$ cat config.mk
export PLATFORM = sky130hd
export DESIGN_NAME = rip_axi_arbiter
export DESIGN_NICKNAME = d
export VERILOG_FILES = /design/src/rtl/rip_axi_arbiter.sv
export SDC_FILE = /design/constraint.sdc
export NUM_CORES = 1
export LEC_CHECK = 0
export BUFFER_PORTS_ARGS = -buffer_cell sky130_fd_sc_hd__buf_4
export CAP_MARGIN = 10
export CORE_UTILIZATION = 30
export DETAILED_ROUTE_END_ITERATION = 8
export SETUP_SLACK_MARGIN = 0.2
export SLEW_MARGIN = 10
export SYNTH_ARGS = -nofsm -noshare
export SYNTH_HDL_FRONTEND = slang
export SYNTH_SLANG_ARGS = --single-unit
$ cat constraint.sdc
create_clock -name clk -period 2.67 [get_ports clk]
set_input_delay 0.1335 -clock clk [delete_from_list [all_inputs] [get_ports clk]]
set_output_delay 0.1335 -clock clk [all_outputs]
set_load 0.05 [all_outputs]
$ cat src/rtl/rip_axi_arbiter.sv
// rip_axi_arbiter: round-robin sharing of the AXI master engine's line-wide
// read and write command interfaces between NUM_PORTS requesters. The read
// and write channels are independent, and each has one outstanding
// transaction at a time.
module rip_axi_arbiter #(
    parameter int NUM_PORTS  = 2,
    parameter int ADDR_WIDTH = 32,
    parameter int LINE_SIZE  = 4
) (
    input  logic                              clk,
    input  logic                              rst,
    // requester write side
    input  logic [NUM_PORTS-1:0]              wreq,
    input  logic [NUM_PORTS*ADDR_WIDTH-1:0]   waddr_in,
    input  logic [NUM_PORTS*LINE_SIZE*8-1:0]  wdata_in,
    input  logic [NUM_PORTS*LINE_SIZE-1:0]    wstrb_in,
    output logic [NUM_PORTS-1:0]              wack,
    output logic [NUM_PORTS-1:0]              wdone_out,
    // requester read side
    input  logic [NUM_PORTS-1:0]              rreq,
    input  logic [NUM_PORTS*ADDR_WIDTH-1:0]   raddr_in,
    output logic [NUM_PORTS-1:0]              rack,
    output logic [NUM_PORTS-1:0]              rdone_out,
    output logic [LINE_SIZE*8-1:0]            rdata_out,
    // master write command
    output logic [ADDR_WIDTH-1:0]             m_waddr,
    output logic [LINE_SIZE*8-1:0]            m_wdata,
    output logic [LINE_SIZE-1:0]              m_wstrb,
    output logic                              m_wvalid,
    input  logic                              m_wready,
    input  logic                              m_wdone,
    // master read command
    output logic [ADDR_WIDTH-1:0]             m_raddr,
    output logic                              m_rvalid,
    input  logic                              m_rready,
    input  logic                              m_rdone,
    input  logic [LINE_SIZE*8-1:0]            m_rdata
);

    localparam int DW = LINE_SIZE * 8;
    localparam int PW = (NUM_PORTS > 1) ? $clog2(NUM_PORTS) : 1;

    typedef enum logic [1:0] {
        ST_IDLE      = 2'd0,
        ST_ISSUE     = 2'd1,
        ST_WAIT_DONE = 2'd2
    } chan_state_e;

    // First requesting port at or above ptr, wrapping at NUM_PORTS.
    function automatic logic [PW-1:0] rr_pick(input logic [NUM_PORTS-1:0] req,
                                              input logic [PW-1:0]        ptr);
        logic [PW-1:0] pick;
        logic          found;
        int            idx;
        pick  = ptr;
        found = 1'b0;
        for (int k = 0; k < NUM_PORTS; k++) begin
            idx = (int'(ptr) + k) % NUM_PORTS;
            if (!found && req[PW'(idx)]) begin
                found = 1'b1;
                pick  = PW'(idx);
            end
        end
        return pick;
    endfunction

    // Port after g, wrapping explicitly so non-power-of-two counts work.
    function automatic logic [PW-1:0] ptr_next(input logic [PW-1:0] g);
        return (g == PW'(NUM_PORTS - 1)) ? '0 : g + PW'(1);
    endfunction

    // Per-port views of the packed request payload buses.
    logic [ADDR_WIDTH-1:0] waddr_arr_s [NUM_PORTS];
    logic [DW-1:0]         wdata_arr_s [NUM_PORTS];
    logic [LINE_SIZE-1:0]  wstrb_arr_s [NUM_PORTS];
    logic [ADDR_WIDTH-1:0] raddr_arr_s [NUM_PORTS];

    for (genvar i = 0; i < NUM_PORTS; i++) begin : g_unpack
        // Slice port i out of each packed bus.
        assign waddr_arr_s[i] = waddr_in[i*ADDR_WIDTH +: ADDR_WIDTH];
        assign wdata_arr_s[i] = wdata_in[i*DW +: DW];
        assign wstrb_arr_s[i] = wstrb_in[i*LINE_SIZE +: LINE_SIZE];
        assign raddr_arr_s[i] = raddr_in[i*ADDR_WIDTH +: ADDR_WIDTH];
    end

    // ------------------------------------------------------------------
    // Write channel
    // ------------------------------------------------------------------
    chan_state_e            w_state_q, w_state_d;
    logic [PW-1:0]          w_ptr_q, w_ptr_d;
    logic [PW-1:0]          w_gnt_q, w_gnt_d;
    logic [PW-1:0]          w_pick_s;
    logic [ADDR_WIDTH-1:0]  m_waddr_q, m_waddr_d;
    logic [DW-1:0]          m_wdata_q, m_wdata_d;
    logic [LINE_SIZE-1:0]   m_wstrb_q, m_wstrb_d;
    logic                   m_wvalid_q, m_wvalid_d;
    logic [NUM_PORTS-1:0]   wack_q, wack_d;
    logic [NUM_PORTS-1:0]   wdone_q, wdone_d;

    assign w_pick_s = rr_pick(wreq, w_ptr_q);

    // Write FSM: grant, hold the command until accepted, then wait for done.
    always_comb begin
        w_state_d  = w_state_q;
        w_ptr_d    = w_ptr_q;
        w_gnt_d    = w_gnt_q;
        m_waddr_d  = m_waddr_q;
        m_wdata_d  = m_wdata_q;
        m_wstrb_d  = m_wstrb_q;
        m_wvalid_d = m_wvalid_q;
        wack_d     = '0;
        wdone_d    = '0;
        case (w_state_q)
            ST_IDLE: begin
                if (|wreq) begin
                    m_waddr_d          = waddr_arr_s[w_pick_s];
                    m_wdata_d          = wdata_arr_s[w_pick_s];
                    m_wstrb_d          = wstrb_arr_s[w_pick_s];
                    m_wvalid_d         = 1'b1;
                    w_gnt_d            = w_pick_s;
                    wack_d[w_pick_s]   = 1'b1;
                    w_state_d          = ST_ISSUE;
                end else begin
                    w_state_d = ST_IDLE;
                end
            end
            ST_ISSUE: begin
                if (m_wready) begin
                    m_wvalid_d = 1'b0;
                    if (m_wdone) begin
                        // accepted and completed in the same cycle
                        wdone_d[w_gnt_q] = 1'b1;
                        w_ptr_d          = ptr_next(w_gnt_q);
                        w_state_d        = ST_IDLE;
                    end else begin
                        w_state_d = ST_WAIT_DONE;
                    end
                end else begin
                    w_state_d = ST_ISSUE;
                end
            end
            ST_WAIT_DONE: begin
                if (m_wdone) begin
                    wdone_d[w_gnt_q] = 1'b1;
                    w_ptr_d          = ptr_next(w_gnt_q);
                    w_state_d        = ST_IDLE;
                end else begin
                    w_state_d = ST_WAIT_DONE;
                end
            end
            default: begin
                m_wvalid_d = 1'b0;
                w_state_d  = ST_IDLE;
            end
        endcase
    end

    // Write channel registers with synchronous reset.
    always_ff @(posedge clk) begin
        if (rst) begin
            w_state_q  <= ST_IDLE;
            w_ptr_q    <= '0;
            w_gnt_q    <= '0;
            m_waddr_q  <= '0;
            m_wdata_q  <= '0;
            m_wstrb_q  <= '0;
            m_wvalid_q <= 1'b0;
            wack_q     <= '0;
            wdone_q    <= '0;
        end else begin
            w_state_q  <= w_state_d;
            w_ptr_q    <= w_ptr_d;
            w_gnt_q    <= w_gnt_d;
            m_waddr_q  <= m_waddr_d;
            m_wdata_q  <= m_wdata_d;
            m_wstrb_q  <= m_wstrb_d;
            m_wvalid_q <= m_wvalid_d;
            wack_q     <= wack_d;
            wdone_q    <= wdone_d;
        end
    end

    // ------------------------------------------------------------------
    // Read channel
    // ------------------------------------------------------------------
    chan_state_e            r_state_q, r_state_d;
    logic [PW-1:0]          r_ptr_q, r_ptr_d;
    logic [PW-1:0]          r_gnt_q, r_gnt_d;
    logic [PW-1:0]          r_pick_s;
    logic [ADDR_WIDTH-1:0]  m_raddr_q, m_raddr_d;
    logic                   m_rvalid_q, m_rvalid_d;
    logic [NUM_PORTS-1:0]   rack_q, rack_d;
    logic [NUM_PORTS-1:0]   rdone_q, rdone_d;
    logic [DW-1:0]          rdata_q, rdata_d;

    assign r_pick_s = rr_pick(rreq, r_ptr_q);

    // Read FSM: same flow as write, plus capture of the returned line.
    always_comb begin
        r_state_d  = r_state_q;
        r_ptr_d    = r_ptr_q;
        r_gnt_d    = r_gnt_q;
        m_raddr_d  = m_raddr_q;
        m_rvalid_d = m_rvalid_q;
        rack_d     = '0;
        rdone_d    = '0;
        rdata_d    = rdata_q;
        case (r_state_q)
            ST_IDLE: begin
                if (|rreq) begin
                    m_raddr_d        = raddr_arr_s[r_pick_s];
                    m_rvalid_d       = 1'b1;
                    r_gnt_d          = r_pick_s;
                    rack_d[r_pick_s] = 1'b1;
                    r_state_d        = ST_ISSUE;
                end else begin
                    r_state_d = ST_IDLE;
                end
            end
            ST_ISSUE: begin
                if (m_rready) begin
                    m_rvalid_d = 1'b0;
                    if (m_rdone) begin
                        rdone_d[r_gnt_q] = 1'b1;
                        rdata_d          = m_rdata;
                        r_ptr_d          = ptr_next(r_gnt_q);
                        r_state_d        = ST_IDLE;
                    end else begin
                        r_state_d = ST_WAIT_DONE;
                    end
                end else begin
                    r_state_d = ST_ISSUE;
                end
            end
            ST_WAIT_DONE: begin
                if (m_rdone) begin
                    rdone_d[r_gnt_q] = 1'b1;
                    rdata_d          = m_rdata;
                    r_ptr_d          = ptr_next(r_gnt_q);
                    r_state_d        = ST_IDLE;
                end else begin
                    r_state_d = ST_WAIT_DONE;
                end
            end
            default: begin
                m_rvalid_d = 1'b0;
                r_state_d  = ST_IDLE;
            end
        endcase
    end

    // Read channel registers with synchronous reset.
    always_ff @(posedge clk) begin
        if (rst) begin
            r_state_q  <= ST_IDLE;
            r_ptr_q    <= '0;
            r_gnt_q    <= '0;
            m_raddr_q  <= '0;
            m_rvalid_q <= 1'b0;
            rack_q     <= '0;
            rdone_q    <= '0;
            rdata_q    <= '0;
        end else begin
            r_state_q  <= r_state_d;
            r_ptr_q    <= r_ptr_d;
            r_gnt_q    <= r_gnt_d;
            m_raddr_q  <= m_raddr_d;
            m_rvalid_q <= m_rvalid_d;
            rack_q     <= rack_d;
            rdone_q    <= rdone_d;
            rdata_q    <= rdata_d;
        end
    end

    // Every output comes straight from a flop.
    assign wack      = wack_q;
    assign wdone_out = wdone_q;
    assign m_waddr   = m_waddr_q;
    assign m_wdata   = m_wdata_q;
    assign m_wstrb   = m_wstrb_q;
    assign m_wvalid  = m_wvalid_q;
    assign rack      = rack_q;
    assign rdone_out = rdone_q;
    assign rdata_out = rdata_q;
    assign m_raddr   = m_raddr_q;
    assign m_rvalid  = m_rvalid_q;

endmodule
# == Yosys cells after proc, flatten, opt, wreduce, memory -nomap -nowiden ==
# Cells that the tools add are included.
# Widths: inputs -> output; s select.
# word_totals
in_bits,242
out_inout_bits,142
wordCells,136
register_bits,150
# classes
eq_ne,8
n_reduce_logical,22
n_bitwise,8
add_sub_neg,4
muxes,63
magnitude_cmp,14
# ops
operator,count
$mux 32,11
$pmux 32 s2,1
$mux 1,28
$mux 2,8
$lt 1x3->1 const B,4
$mux 4,3
$pmux 2 s3,2
$lt 1x2->1 const B,4
$ne 2x2->1 const B,4
$pmux 2 s2,2
$reduce_and 2->1,4
$logic_and 1x1->1,6
$not 1->1,6
$pmux 1 s3,2
$reduce_and 3->1,2
$reduce_or 3->1,2
$add 1x1->1 const B,4
$demux 1 s1,4
$eq 2x1->1 const B,2
$eq 2x2->1 const B,2
$ge 1x1->1 const B,4
$ge 2x2->1 const B,2
$logic_not 2->1,2
$not 1->2,2
other kinds (4),8

# == Depth between registers and ports, before layout ==
# logic_depth
word_depth,11
ltp_mapped,7
ltp_nobuf,5

# == Worst setup path after synthesis ==
# OpenSTA, ideal clock, no wires.
# synth_timing
kind,register to register
from,register r_state_q[1]
to,register r_ptr_q
setup_time_ns,0.121
path_buffers,1
synth_period_minus_slack_ns,1.434
slack_ns,1.236
arrival_ns,1.314
t_required_ns,2.549
stages_incl_launch_ff,7
path_cell_list,dfxtp_1 -> inv_1 -> ha_1 -> mux2i_1 -> nor2b_1 -> buf_6 -> mux2_2
# synth_between
elab_chain_cells,3
word_cells_on_any_way,6
cone_classes,3 x eq/ne; 1 x mux; 2 x reduce/logical
# synth_rtl
item,line,text
from (decl),186,"chan_state_e r_state_q, r_state_d;"
from (signal assigned),264,r_state_q <= r_state_d;
$eq 2x1->1 / $eq 2x2->1 (equally long branches),208,case (r_state_q)
$ne 2x2->1 (no line) / $reduce_bool 2->1 (equally long branches),--,
$reduce_and 2->1 (no line),--,
to (signal assigned),265,r_ptr_q <= r_ptr_d;
to (decl),187,"logic [PW-1:0] r_ptr_q, r_ptr_d;"
# Parallel ways exist; a longest one is shown, timed or not.
# A chain may end at the register's enable or synchronous reset.

# == Final worst setup path ==
# layout_timing
from,register w_state_q[0]
to,"register m_wdata_q[17], in the netlist m_wdata[17]"
# layout_between
elab_chain_cells,2
# layout_rtl
item,line,text
from (decl),89,"chan_state_e w_state_q, w_state_d;"
from (signal assigned),171,w_state_q <= w_state_d;
$logic_not 2->1,113,case (w_state_q)
$reduce_and 2->1 (no line),--,
to (signal assigned),175,m_wdata_q <= m_wdata_d;
to (decl),94,"logic [DW-1:0] m_wdata_q, m_wdata_d;"
# Every way passes these cells.

==> out/results.txt <==
status = completed
std cell rows = 56
largest net degree at the start of global routing = 115
Post-Synth Simple-Gate Area = 0.132
RSZ-0062 raised after global routing = false
Seq cells post-synth = 150
# diodes = 0
vias in the first global route = 5708
Synth Warn # = 0
CP cell instances = inv_1 > ha_1 > o21a_4 > buf_4 > nor2_1 > a211oi_2
drt drc = 0
# resized after CTS = 0
Max stage delay cell, worst path = o21a_4
Die X = 156 µm
initial core utilization = 0.306
Required @ worst endpoint = 3010 ps
CP Data Arrival Time = 2240 ps
CTS Buffer Depth = 2
Post-synth top cells = dfxtp_1, mux2i_1, nor2_1, a211oi_2, nand2b_1
count leader, synth = dfxtp_1
Setup Buffers After CTS = 0
clk root buf = clkbuf_16
RD Place Congestion = 0.729
VDD IR-drop max = 0.342 mV
Avg Inst Size Synth = 10.7 µm²
Crit Path Category = flip-flop to flip-flop
async set-or-reset flop fraction in the synthesized netlist = 0
final setup fails = 0
synthesized-area fraction occupied by adder cells = 0.0175
post-synthesis sequential area ratio = 0.420
clock-pin slew on the worst setup and hold paths = 70 ps
Yosys top cell area share = 0.420
mux share of post-synthesis cell area = 0.189
number of synthesized flops with an enable pin = 0
Via-to-Cell Ratio = 4.40
Setup WS post-layout = 769 ps
Max Slew Vio Count = 0
register area = 3010 µm²
TritonCTS buffer count = 17
DP Wirelength = 15600 µm
ranking of synthesized cells by area = dfxtp_1, mux2i_1, a211oi_2
Area Growth Syn to Fin = 54.4%
CP max FO = 40
Setup Skew = 11.9 ps
# H-tree levels = 4
global-route wire length before repair = 30800 µm
Total GRT Usage = 0.165
via count = 6117
synthesized instance count = 667
CTS tree = built
Compound-Gate Fraction of Synth Area = 0.168
detailed router's first-iteration violation count = 153
startpoint class of the critical path = flip-flop
IO buf count = 383
die area = 24500 µm²
crit-path max cell delay = 510 ps
power per cell area = 648 nW/µm²
Hold Path Class = input pin to flip-flop
share of cells above drive strength 1 = 0.471
Slew HR = 0.483
most frequently used flop master after synthesis = dfxtp_1
Mapped Area = 7150 µm²
Distinct cells, synth = 30
setup TNS = 0 ps
core area = 23400 µm²
final net count = 1312
# IOs = 384
Synth area leader = dfxtp_1
Leakage = 0.00465 µW
min Tclk post-route = 1900 ps
drt total wl = 20800 µm
Final Cycle Share = 0.712
Sink Count = 150
Worst Max-Slew Pin Slew = 775 ps
fill cell count = 2232
antenna-violating nets left = 0
Post-Syn Nets = 919
multi-input logic area = 3630 µm²
drt pass-1 iters = 4
Crit. End Element = flip-flop
Synth Area in XOR/XNOR = 0
final hold vios = 0
Clock Latency Late Sink = 420 ps
f_max = 526 MHz
total gr overflow = 0
largest family of logic cells by synthesized area = multiplexers
total of max-cap violations = 0
dpl ws = 773 ps
DIE HEIGHT = 156 µm
initial antenna violation count = 0
DR WL/cell = 15.0 µm
[routing by layer]
metal,wire (µm),vias to the layer above,GRT usage
met5,0,-,0
met4,293,0,0.0518
met3,1820,14,0.0623
met2,10600,232,0.300
met1,8080,2736,0.175
li1,-,3135,-
[path summary, 6_finish.rpt]
check | from | endpoint | slack [ps] | depth (start not counted)
max reg2reg | w_state_q[0] | m_wdata[17] | 770 | 6
min | raddr_in[10] | m_raddr[10] | 60 | 3
max | w_state_q[0] | m_wdata[17] | 770 | 6
min reg2reg | r_ptr_q | r_gnt_q | 470 | 2
[cells by family (layout without fill, tap and decap cells)]
family                   Yosys count  after routing
AO/OA/AOI/OAI                    115            115
adder cells (fa/ha/maj)           10             10
buffers and inverters             65            470
flip-flops                       150            150
multiplexers                     135            135
AND/OR/NAND/NOR                  192            192
[report_power, final]
group / internal, µW / switching [µW] / total [µW] / leakage [µW]
combinational: 838 / 1310 / 2150 / 0.00313
sequential: 2450 / 119 / 2570 / 0.00124
clock: 1470 / 964 / 2440 / 0.000282
[metrics by stage]
stage,hold WS [ps],util,instances,cell area (µm²),total power [µW]
final,58.7,0.472,1391,11000,7150
after global routing,51.4,0.472,1391,11000,7490
after CTS,38.3,0.472,1391,11000,7260
after detailed placement,325,0.432,1326,10100,4750
after global placement,327,0.432,1326,10100,4730
after floorplan,212,-,667,7150,4050
[worst max-delay path, delay by kind of cell (launching register included)]
family / cells / cell delay [ps]
adders and majority gates: 1 / 210
AOI/OAI and AO/OA: 2 / 700
buffers and inverters: 2 / 490
and+or+nand+nor: 1 / 80
DFF: 1 / 350
[area by class of cell]
cell class,count,share of cell area
Clock inverter,11,0.0134
Inverter,7,0.00238
Sequential cell,150,0.272
Clock buffer,20,0.0395
Timing Repair Buffer,432,0.307
Multi-Input combinational cell,452,0.329
Tap cell,319,0.0361
[layout by cell type (no fill, tap or decap), types with 2 or more instances in the layout]
cell type and instances:
buf_4 392, a21oi_1 5, a211oi_2 71, nor2b_1 2
nand2b_1 65, clkbuf_16 17, dfxtp_1 148, dlygate4sd3_1 34
buf_12 5, a31oi_1 2, nor4_1 3, or2_2 2
mux2i_1 134, ha_1 10, nand2_1 5, bufinv_16 3
nor3b_1 5, inv_1 7, nor2_1 101, inv_6 3
clkbuf_1 3, clkinv_2 2, nor3_1 5, clkinvlp_4 2
o21ai_0 3, a211oi_1 31
[timing repair]
item                                    CTS  global route
hold endpoints to repair                 37             0
hold buffers                             34             0
endpoints found under the setup margin    0             0
[state kept, by name (all words and copies together) (netlist names), 4 cells and up]
signal	cells
m_raddr	32
m_waddr	32
m_wdata	32
m_wstrb	4
rdata_out	32
Power figures use the tool's default switching activity.
